--- config.mk ---
export PLATFORM = sky130hd
export DESIGN_NAME = alu_result_stage
export DESIGN_NICKNAME = d
export VERILOG_FILES = /design/src/rtl/alu_result_stage.sv
export SDC_FILE = /design/constraint.sdc
export NUM_CORES = 1
export LEC_CHECK = 0
export CORE_ASPECT_RATIO = 1.4
export CORE_MARGIN = 2
export CORE_UTILIZATION = 40
export CTS_CLUSTER_SIZE = 12
export DETAILED_ROUTE_END_ITERATION = 12
export HOLD_SLACK_MARGIN = 0.08
export PLACE_DENSITY_LB_ADDON = 0.15
export SYNTH_ARGS = -nofsm -noshare
export SYNTH_HDL_FRONTEND = slang
export SYNTH_SLANG_ARGS = --single-unit
--- constraint.sdc ---
create_clock -name clk -period 2.2 [get_ports clk]
set_clock_uncertainty 0.2 [all_clocks]
set_input_delay 0.44 -clock clk [delete_from_list [all_inputs] [get_ports clk]]
set_output_delay 0.44 -clock clk [all_outputs]
set_load 0.02 [all_outputs]
--- src/rtl/alu_result_stage.sv ---
// ALU result stage: accepts results, keeps the accumulator and sticky error,
// and queues {data, zero, neg, err} entries in a small FIFO for the consumer.
module alu_result_stage #(
  parameter int n     = 16,
  parameter int depth = 4
) (
  input  logic                       clk,
  input  logic                       rst,
  input  logic                       res_valid,
  output logic                       res_ready,
  input  logic [n-1:0]               res_data,
  input  logic                       res_err,
  input  logic                       acc_load,
  input  logic                       acc_clr,
  output logic [n-1:0]               acc_val,
  output logic                       out_valid,
  input  logic                       out_ready,
  output logic [n-1:0]               out_data,
  output logic                       out_zero,
  output logic                       out_neg,
  output logic                       out_err,
  output logic [$clog2(depth):0]     count,
  output logic                       err_sticky
);

  localparam int aw = $clog2(depth);
  localparam int cw = aw + 1;

  logic [n-1:0]     mem_data [depth];
  logic [depth-1:0] mem_zero;
  logic [depth-1:0] mem_neg;
  logic [depth-1:0] mem_err;
  logic [aw-1:0]    wr_ptr;
  logic [aw-1:0]    rd_ptr;
  logic             push;
  logic             pop;

  // Full refuses a push even when a pop happens in the same cycle.
  assign res_ready = (count != cw'(depth));
  assign out_valid = (count != '0);
  assign push      = res_valid & res_ready;
  assign pop       = out_valid & out_ready;

  assign out_data = out_valid ? mem_data[rd_ptr] : '0;
  assign out_zero = out_valid & mem_zero[rd_ptr];
  assign out_neg  = out_valid & mem_neg[rd_ptr];
  assign out_err  = out_valid & mem_err[rd_ptr];

  // Storage is not reset; out_valid gates stale contents after a reset.
  always_ff @(posedge clk) begin
    if (push) begin
      mem_data[wr_ptr] <= res_data;
      mem_zero[wr_ptr] <= (res_data == '0);
      mem_neg[wr_ptr]  <= res_data[n-1];
      mem_err[wr_ptr]  <= res_err;
    end
  end

  always_ff @(posedge clk or posedge rst) begin
    if (rst) begin
      wr_ptr     <= '0;
      rd_ptr     <= '0;
      count      <= '0;
      acc_val    <= '0;
      err_sticky <= 1'b0;
    end else begin
      if (push) wr_ptr <= wr_ptr + aw'(1);
      if (pop)  rd_ptr <= rd_ptr + aw'(1);
      case ({push, pop})
        2'b10:   count <= count + cw'(1);
        2'b01:   count <= count - cw'(1);
        default: count <= count;
      endcase
      if (acc_clr)
        acc_val <= '0;
      else if (push && acc_load)
        acc_val <= res_data;
      // A new error in the same cycle as a clear must not be lost.
      if (push && res_err)
        err_sticky <= 1'b1;
      else if (acc_clr)
        err_sticky <= 1'b0;
    end
  end

  control_known: assert property (@(posedge clk) disable iff (rst)
    !$isunknown({res_valid, out_ready, acc_load, acc_clr}));

endmodule

==> impl_results.md, run 1 <==
- Worst slew margin: 0.695
- Top-area cell type share of the netlist area: 0.563
- RSZ-0062 raised after global routing: yes
- Layout area overhead: 42.6%
- Area after detailed placement: 0.00490 mm²
- Final worst slack: -209 ps
- Worst Path Required: roughly 1600 ps
- Antenna violations before repair: 0
- Vias per Instance: 5.24
- DRC Markers: 0
- Clock-pin slew on the worst setup and hold paths: 70 ps
- Final GP Congestion: 0.720
- Largest net degree at the start of global routing: 25
- Grt met2 use: 0.297
- Syn Area/Cell: 19.3 µm²
- Most Used Layer, Global Route: met2
- First-pass GRT wire length: 13200 µm
- Largest area contributor in the netlist: edfxtp_1
- Drt wl/cell: 19.9 µm
- Final non-filler cell total: roughly 430
- Met3 usage: 0.0337
- Worst-Skew Late Latency: 340 ps
- Die H: 120 µm
- CP Class: reg2out
- Sequential cell area: 0.00277 mm²
- H-tree depth: 3
- DR pass1 iterations: 4
- Final Cycle Share: 1.09
- Grt ovf: 0
- Final count of negative-setup-slack endpoints: 20
- # hold bufs at CTS: 0
- Pwr dens: 1400 mW/mm²
- Top-count cell post-synth: edfxtp_1
- Total power: 7.69 mW
- Io pins: 64
- Die X: 86.8 µm
- Synth area leaders: edfxtp_1 (56%), dfrtp_1 (16%), mux4_2 (11%)
- Cell mode on critical path: buf_6
- Fmax: 415 MHz
- Final setup TNS: -3810 ps
- Netlist Area Pre-Place: 0.00384 mm²
- Cells along the critical path: buf_6 -> buf_12 -> mux4_2 -> and2_4 -> buf_6
- Hold Path Class: in2async
- CTS Buf Count: 9
- ANT nets after route: 0
- Crit. Startpoint: rd_ptr[0]
- GRT Total Usage: 0.178
- CTS tree: yes
- # port buffers: 63
- Pins Over Slew Limit: 0
- Arrival @ worst endpoint: approximately 1800 ps
- Synth Register Bits: 96
- Core Area: 0.00941 mm²
- Vias in the first global route: 2331
- LEAKAGE: 2.15 nW
- Design area: 0.00547 mm²
- Reg2reg start: count[1]
- Crit path max-delay cell type: mux4_2
- Max FO, Critical Path: 5
- Rows: 42
- EDFF count, synth: 72
- Max stage delay on crit path: 510 ps
- Status: complete, but fails checks
- Inserted Diodes: 0
- CP endpoint kind: output pin
- Fillers: 754
- Worst Max-Slew Pin Slew: 453 ps
- GR Layer Usage met1: 0.221
- MaxCap Viol Count: 0
- Final wirelength: 8470 µm
- Initial core utilization: 0.408
- Top FF cell, synth: edfxtp_1
- Placed cells: 396
- Startpoint types: register
- Async S/R FF share, synth: 0.250
- DR vias: 2229
- Post-route minimum period: 2410 ps
- Mapped Cells: 199
- Maximum vdd drop: roughly 0.96 mV
- YS warnings: 0
- Share of layout cells above drive strength 1: 0.454
- CTS Sinks: 96
- Post-detail-place hpwl: ~5200 µm
- CTS Buffer Depth: 2
- Final hold violations: 0
- Area of the multi-input gates: 0.00104 mm²
- Root buffer cell: clkbuf_16
- Post-synth top cells: edfxtp_1 (72), dfrtp_1 (24), and2_1 (19)
- Failing checks: negative setup slack
- Count of cell types in the netlist: 28
- Final #Nets: 339
- Sequential share of the synthesized area: 0.719
- Syn Nets: 228
- Detailed Route Iter0 Violations: 159
- Die area: 0.0104 mm²
-- kinds of logic after synthesis --
family | synth area share
flops | 0.719
compound gates | 0.0463
mux | 0.111
xor+xnor | 0.0137
simple gates | 0.0586
fa+ha+maj | 0.0215
buf+inv | 0.0293
-- critical path: cells and delay by family (launching register included) --
kind                   cells  cell delay, ps
DFF                        1             380
muxes                      1             510
buffers and inverters      3             390
and+or+nand+nor            1             150
-- metal layers --
metal | routed length (µm) | share of wire
met2 | 4450 | 0.53
met4 | 213 | 0.025
met3 | 409 | 0.048
met1 | 3400 | 0.40
met5 | 0 | 0
-- final timing paths --
path,end,slack (ps),cells past startpoint
max,out_zero,-210,5
min,acc_val[4],270,3
max reg2reg,count[2],-150,10
min reg2reg,acc_val[2],300,1
max in group asynchronous,count[1],1240,3
min in group clk,acc_val[2],300,1
-- what timing repair did --
item	in CTS	in global routing
setup buffers	8	4
setup endpoints to repair	23	23
pin swaps	25	1
resized for setup	154	7
cloned	3	0
-- state kept, by name (all words and copies together), names as in the netlist --
name        count
mem_err         4
err_sticky      1
acc_val        16
rd_ptr          2
count           3
wr_ptr          2
mem_neg         3
mem_data       61
mem_zero        4
-- cell type report --
class | count | share of cell area
sequential | 96 | 0.505
multi-input combinational | 84 | 0.189
timing repair buffer | 111 | 0.218
clock buffer | 9 | 0.0411
tap | 110 | 0.0251
clock inverter | 7 | 0.0158
inverter | 8 | 0.00549
-- report_power, final --
part / internal [mW] / switching (mW) / total (mW) / leakage (nW)
Sequential: 2.35 / 0.120 / 2.47 / 0.973
Clock: 0.985 / 0.631 / 1.62 / 0.154
Combinational: 2.06 / 1.54 / 3.61 / 1.02
-- stage by stage --
step / worst slack (ps) / utilization / hold slack [ps]
2_1_floorplan: -163 / - / 254
3_3_place_gp: -261 / 0.521 / 287
3_5_place_dp: -265 / 0.521 / 295
4_1_cts: -219 / 0.579 / 274
5_1_grt: -267 / 0.582 / 319
6_report: -209 / 0.582 / 267
-- cell usage in the layout (no fill, tap or decap), types with 4 or more instances in the layout --
master	n
mux4_2	18
a22o_1	11
clkdlybuf4s50_1	40
dfrtp_1	21
buf_12	7
and2_4	20
ha_1	4
buf_4	32
inv_1	6
buf_6	27
a22o_2	6
clkbuf_16	9
and3_2	4
nor4_1	4
edfxtp_1	72
No activity file was read; power rests on OpenSTA's default activity.
==> inputs of run 2 (changes only) <==
- GPL_TIMING_DRIVEN: not set -> 0
==> run 2 against run 1 <==
The flow still finishes with violations (negative setup slack); clock power increased by 7%; core utilization is 3.1 points lower; via count shrank 5.7%; critical endpoint is now out_data[15].
==> impl_results.md, run 2 (synthesized netlist as in run 1, its figures left out) <==
- Most common cell after layout, fill and taps aside: edfxtp_1
- Min-delay src: acc_val[7]
- Final non-filler cell total: 398
- Worst slew margin: 0.307
- Final count of negative-setup-slack endpoints: 21
- Pins Over Slew Limit: 0
- Most frequent cells in the layout: edfxtp_1 (72), clkdlybuf4s50_1 (42), buf_6 (27), and2_4 (19), dfrtp_1 (19)
- Final wirelength: slightly below 8000 µm
- GRT Total Usage: 0.168
- RR Endpoint: count[2]
- Post-detail-place hpwl: around 5000 µm
- RSZ-0062 raised after global routing: yes
- # hold bufs at CTS: 0
- Area after detailed placement: ~0.0046 mm²
- Cells along the critical path: buf_12 -> mux4_2 -> and2_4 -> buf_6 -> buf_6
- Worst hold endpoint: acc_val[7]
- # port buffers: 63
- Final hold violations: 0
- Drt wl/cell: 19.9 µm
- Max reg flops: 61
- DR pass1 iterations: 4
- Startpoint types: register
- Rows: 42
- Share of layout cells above drive strength 1: 0.406
- CTS Sinks: 96
- Worst-Skew Late Latency: 340 ps
- Failing checks: negative setup slack
- Crit path max-delay cell type: mux4_2
- Design area: 0.00519 mm²
- Worst hold stages: 1
- First-pass GRT wire length: 12500 µm
- Vias per Instance: 5.28
- Reg2reg start: count[1]
- Initial core utilization: 0.408
- Final GP Congestion: 0.723
- Inserted Diodes: 0
- Reg2Reg Depth: 9
- Pwr dens: 1430 mW/mm²
- Root buffer cell: clkbuf_16
- Max FO, Critical Path: 5
- ANT nets after route: 0
- MaxCap Viol Count: 0
- DRC Markers: 0
- Post-route minimum period: 2450 ps
- Post-layout util: 0.551
- Cell mode on critical path: buf_6
- Hold Path Class: reg2reg
- Grt ovf: 0
- Final worst slack: -249 ps
- Antenna violations before repair: 0
- CTS Buffer Depth: 2
- CTS Buf Count: 9
- WHS: ~300 ps
- Maximum vdd drop: ~0.8 mV
- Final #Nets: 312
- Die H: 120 µm
- DR vias: 2103
- Clock-pin slew on the worst setup and hold paths: 60 ps
- CTS tree: yes
- Most flops, register: mem_data
- Die area: 0.0104 mm²
- Detailed Route Iter0 Violations: 111
- Final setup TNS: -3150 ps
- Fmax: 408 MHz
- Die X: 86.8 µm
- Status: complete, but fails checks
- Worst Path Required: 1560 ps
- Placed cells: 372
- Largest registers: mem_data x61, acc_val x16
- Core Area: between 0.009 and 0.01 mm²
- CP endpoint kind: output pin
- Worst reg2reg setup slack: -110 ps
- Max stage delay on crit path: 480 ps
- Worst Max-Slew Pin Slew: 1040 ps
- Arrival @ worst endpoint: 1810 ps
- Io pins: 64
- CP Class: reg2out
- Largest net degree at the start of global routing: 25
- Vias in the first global route: 2259
- Final Cycle Share: 1.11
- H-tree depth: 3
- LEAKAGE: 1.97 nW
- Layout area overhead: 35.1%
## run 2: cell type report
type	count	area [µm²]
clock inverter	7	110
fill	773	4220
multi-input combinational	84	1030
buffer	9	125
inverter	8	30.0
timing repair buffer	75	756
sequential	96	2770
tap	110	138
clock buffer	9	225
## run 2: how the worst max path moves through the flow
stage | from | endpoint | depth (start not counted)
floorplan | count[1] | count[2] | 10
global placement | rd_ptr[1] | out_data[8] | 5
detailed placement | rd_ptr[1] | out_data[12] | 5
CTS | rd_ptr[0] | out_data[0] | 5
global route | rd_ptr[0] | out_data[15] | 5
finish | rd_ptr[0] | out_data[15] | 5
## run 2: repair_timing
action	4_1_cts	5_1_grt
cloned	2	0
buffers inserted	10	2
resized for setup	163	6
endpoints found under the setup margin	23	23
pin swaps	21	4
## run 2: where the power goes
group | switching [mW] | internal (mW)
Sequential | 0.144 | 2.35
Combinational | 1.43 | 1.78
Clock | 0.627 | 1.10
## run 2: routing by layer
layer  track usage  part of all wire
met5             0                 0
met3        0.0385             0.037
met4        0.0645             0.018
met1         0.222              0.44
met2         0.268              0.51
## run 2: critical path: cells and delay by family (launching register included)
kind	cells	cell delay (ps)
mux	1	480
flops	1	450
buf+inv	3	380
simple gates	1	160
## run 2: through the flow
stage / total power [mW] / setup WS (ps)
finish: 7.44 / -249
global route: 7.79 / -303
CTS: 7.61 / -259
detailed placement: 5.20 / -766
global placement: 5.15 / -723
floorplan: 4.10 / -163
==> inputs of run 3 (changes only) <==
- REMOVE_ABC_BUFFERS: not set -> 1
==> run 3 against run 2 <==
The flow still finishes with violations (negative setup slack); sequential power up 3%; largest power group unchanged; power up 1.1%; via count about the same; critical endpoint is now out_zero; fmax up 2.2%.
==> impl_results.md, run 3 (synthesized netlist as in run 1, its figures left out) <==
- Root buffer cell: clkbuf_16
- Fmax: approximately 420 MHz
- Post-layout util: 0.548
- Final worst slack: -196 ps
- Worst Max-Slew Pin Slew: 1030 ps
- CTS Buf Count: 9
- Failing checks: negative setup slack
- Final hold violations: 0
- First-pass GRT wire length: 13200 µm
- Maximum vdd drop: around 0.7 mV
- DR pass1 iterations: 4
- # hold bufs at CTS: 0
- CP Class: reg2out
- # port buffers: 63
- Largest registers: mem_data x61, acc_val x16
- Inserted Diodes: 0
- Arrival @ worst endpoint: about 1800 ps
- Die H: about 120 µm
- Place WS: -1070 ps
- CTS Buffer Depth: 2
- CTS tree: yes
- Hold Path Class: reg2reg
- Initial core utilization: 0.408
- Most flops, register: mem_data
- LEAKAGE: a little under 2 nW
- Io pins: 64
- ANT nets after route: 0
- DRC Markers: 0
- Rows: 42
- Die X: 86.8 µm
- Post-detail-place hpwl: roughly 4700 µm
- Total power: 7.51 mW
- Grt ovf: 0
- Final count of negative-setup-slack endpoints: 21
- Worst slew margin: 0.315
- Worst reg2reg setup slack: -90 ps
- Pins Over Slew Limit: 0
- Design area: 0.00516 mm²
- Antenna violations before repair: 0
- Area after detailed placement: 0.00453 mm²
- Final wirelength: 8600 µm
- Max FO, Critical Path: 6
- RR Endpoint: count[2]
- GRT Total Usage: 0.177
- CTS Sinks: 96
- Worst-Skew Late Latency: 330 ps
- Final GP Congestion: approximately 0.67
- Critical path endpoint: out_zero
- Final setup TNS: -3380 ps
- Reg2reg start: count[0]
- Most frequent cells in the layout: edfxtp_1 (72), clkdlybuf4s50_1 (40), buf_6 (22), and2_4 (20), dfrtp_1 (20)
- MaxCap Viol Count: 0
- Fillers: 745
- Max reg flops: 61
- Startpoint types: register
- Vias per Instance: approximately 5.3
- H-tree depth: 3
- Crit. Startpoint: rd_ptr[0]
- Die area: 0.0104 mm²
- Core Area: approximately 0.0094 mm²
- Final #Nets: slightly above 300
- Post-route minimum period: 2400 ps
- Most common cell after layout, fill and taps aside: edfxtp_1
- DR vias: between 2k and 2.5k
- CP endpoint kind: output pin
- Worst Path Required: 1560 ps
- Pwr dens: 1460 mW/mm²
- Final Cycle Share: 1.09
- RSZ-0062 raised after global routing: yes
- Detailed Route Iter0 Violations: 112
- Status: complete, but fails checks
- Layout area overhead: 34.3%
- Clock-pin slew on the worst setup and hold paths: 70 ps
- Vias in the first global route: between 2k and 2.5k
- Share of layout cells above drive strength 1: 0.406
- Largest net degree at the start of global routing: 25
- Reg2Reg Depth: 9
- Drt wl/cell: 21.7 µm
[run 3: cell types whose count changed in the layout (fill, tap and decap cells not counted), moves of 3 or more]
cell and delta:
buf_6 -5, buf_4 +3, dfrtp_2 -3, dlygate4sd2_1 +3
[run 3: layer usage]
metal / part of all wire / global-route usage / vias to the layer above / routed length [µm]
met5: 0 / 0 / - / 0
met4: 0.0093 / 0.0527 / 0 / 80
met3: 0.034 / 0.0371 / 8 / 295
met2: 0.53 / 0.300 / 61 / 4520
met1: 0.43 / 0.228 / 1086 / 3700
li1: - / - / 949 / -
[run 3: final cells by class]
class / count / area [µm²] / share of cell area
Multi-Input combinational cell: 86 / 1060 / 0.205
Clock buffer: 9 / 225 / 0.0437
Timing Repair Buffer: 80 / 810 / 0.157
Clock inverter: 7 / 120 / 0.0233
Sequential cell: 96 / 2770 / 0.538
Tap cell: 110 / 138 / 0.0267
Inverter: 8 / 32.5 / 0.00631
[run 3: stage by stage]
stage | hold slack (ps) | cells
finish | 303 | 396
CTS | 309 | 395
global placement | 289 | 361
floorplan | 255 | 188
detailed placement | 292 | 361
global route | 318 | 396
[run 3: where the power goes]
group          internal (mW)  switching, mW
logic                   1.74           1.43
registers               2.36          0.220
clock network           1.11          0.656
total                   5.21           2.30
[run 3: what timing repair did]
item | in CTS | in global routing
resized for setup | 161 | 3
endpoints found under the hold margin | 0 | 0
setup endpoints to repair | 24 | 29
pin swaps | 13 | 4
buffers inserted | 15 | 2
gates cloned | 3 | 0
[run 3: worst min path at each step]
stage / from / to / depth (start not counted)
after floorplan: rst / acc_val[0] / 1
after global placement: acc_val[5] / acc_val[5] / 1
after detailed placement: acc_val[12] / acc_val[12] / 1
after CTS: acc_val[5] / acc_val[5] / 1
after global routing: acc_val[4] / acc_val[4] / 1
final: acc_val[11] / acc_val[11] / 1
[run 3: critical path, cell delays in order, from the launching register on]
cell and delay [ps]:
dfrtp_4 470, buf_12 150, mux4_2 520, and2_4 160
buf_6 120
==> RTL edit, RTL diff (flow settings as in run 3) <==
Put a register stage on the output `out_err`, with the module's reset. The value now appears one clock later. The other outputs are not delayed to match.
--- a/src/rtl/alu_result_stage.sv
+++ b/src/rtl/alu_result_stage.sv
@@ -46,3 +46,9 @@
   assign out_neg  = out_valid & mem_neg[rd_ptr];
-  assign out_err  = out_valid & mem_err[rd_ptr];
+  always_ff @(posedge clk or posedge rst) begin
+    if (rst) begin
+      out_err <= '0;
+    end else begin
+      out_err <= out_valid & mem_err[rd_ptr];
+    end
+  end
 
Check against the original RTL: not equivalent (Yosys sat finds a counterexample within 4 cycles, from zero or initial values and one cycle with rst high).
==> RTL edit against run 3 <==
- the flow still finishes with violations (negative setup slack)
- design area increased by 0.12%
- critical path depth unchanged
- sequential cell count increased by 1
- first-iteration DRC count increased by 55%
- power decreased by 0.18%
- synthesized area increased by 0.65%
- setup slack got worse by 0.015 ns
- routed wire length decreased by 1.1%
- sequential power increased by 2%
- global-route usage decreased by 0.67 points
- critical endpoint is now out_data[5]
- highest routed layer unchanged
==> RTL edit: results <==
group,metric,value,unit
place,dpl.cell_count,362,
place,hpwl,4.741,mm
place,place_area,4551,sq um
grt,grt_pass1_wl,12.80,mm
worst_setup_path,reg2reg_from,"count[0]",
clocking,cts_made_buffers,9,
grt,grt_usage,17.07,%
grt,antenna_found_initial,0,
grt,grt_max_degree,26,
yosys,syn_inst,200,
detailed_routing,drt-initial-drc-count,174,
grt,met1_usage,23.00,%
detailed_routing,wl_met2,4.362,mm
detailed_routing,drt-met1-wl,3.615,mm
worst_setup_path,setup.worst_path.start,"rd_ptr[0]",
timing,whs,0.3079,ns
finish,layout.nets,309,
detailed_routing,wirelength,8.499,mm
timing,setup_tns,-3.500,ns
place,preCtsSetupSlack,-1.051,ns
grt,grt_pass1_vias,2228,
worst_setup_path,crit_end,"out_data[5]",
yosys,synth_common_cells,"edfxtp_1 (72), dfrtp_1 (25), and2_1 (19)",
pwr,max-vdd-ir-drop,0.8488,mV
min_path,min_to,"acc_val[14]",
min_path,holdCritStartpoint,"acc_val[14]",
worst_setup_path,cp_max_fo,8,
timing,worst_slew_pin_slew,1.112,ns
grt,grt_util_met3,3.549,%
finish,layout.cells.non_filler,395,
worst_setup_path,r2r_end,"count[2]",
finish,num_antenna_cells,0,
detailed_routing,vias,2147,
pwr,p_leak,1.947,nW
clocking,clkTransAtPathRegs,0.07,ns
yosys,async_flop_share,25.77,%
min_path,hold_depth,1,
grt,met2_usage,27.39,%
yosys,synth_edf_count,72,
worst_setup_path,rrSetupSlack,-0.10,ns
timing,setup_ws,-0.2103,ns
clocking,cts_htree_levels,3,
clocking,cts_root_buf,"clkbuf_16",
finish,top_regs,"mem_data (61), acc_val (16)",
clocking,clkLatencyLatePin,0.34,ns
detailed_routing,detail_route.first_pass.iterations,4,
yosys,synth_area_leaders,"edfxtp_1 (56%), dfrtp_1 (16%), mux4_2 (10%)",
place,globalplace.congestion,0.6792,
finish,nFillCells,739,
clocking,cts_max_path_buffers,2,
detailed_routing,met3_length,394,um
timing,setup_viol,20,
run_status,violations,"negative setup slack",
finish,drive_gt1_share,38.95,%
place,numPortBuffers,63,
run_status,status,"complete, but fails checks",
yosys,ys_seq_area_share,72.13,%
## RTL edit: cell types whose count changed in the layout (fill, tap and decap cells not counted), sizes merged, moves of 2 or more
| cell | before | now |
|---|---|---|
| dlygate4sd2 | 3 | 1 |
| clkdlybuf4s50 | 40 | 42 |
| clkinv | 3 | 1 |
| buf | 37 | 34 |
## RTL edit: worst max-delay path: stages, from the launching register on
cell and delay [ns]:
dfrtp_4 0.48, buf_12 0.16, mux4_2 0.50, and2_4 0.17
buf_6 0.12
## RTL edit: repair_timing
| item | in CTS | in global routing |
|---|---|---|
| hold buffers | 0 | 0 |
| endpoints found under the setup margin | 24 | 22 |
| hold endpoints to repair | 0 | 0 |
| gates cloned | 1 | 1 |
| resized for setup | 147 | 7 |
| pin swaps | 6 | 7 |
| buffers inserted | 11 | 4 |
## RTL edit: report_power, final
group          switching (mW)  internal [mW]  total [mW]  leakage (nW)
combinational            1.39           1.72        3.10         0.800
sequential              0.235           2.39        2.62         0.984
clock                   0.656           1.12        1.77         0.163
total                    2.28           5.22        7.50          1.95
## RTL edit: cell families (layout without fill, tap and decap cells)
family	Yosys count	in the layout	synth area share, %
XOR/XNOR	6	6	1.360
flip-flops	97	97	72.13
adder cells (fa/ha/maj)	6	6	2.137
buffers and inverters	19	102	2.913
AO/OA/AOI/OAI	18	18	4.597
AND/OR/NAND/NOR	34	36	5.827
multiplexers	20	20	11.04
## RTL edit: layout make-up
cell class                      instances  area [sq um]  share of cell area (%)
Inverter                                8         32.53                  0.6302
Clock inverter                          6         115.1                   2.230
Timing Repair Buffer                   78         794.5                   15.39
Sequential cell                        97          2798                   54.19
Multi-Input combinational cell         86          1056                   20.46
Clock buffer                           10         229.0                   4.435
Tap cell                              110         137.6                   2.666
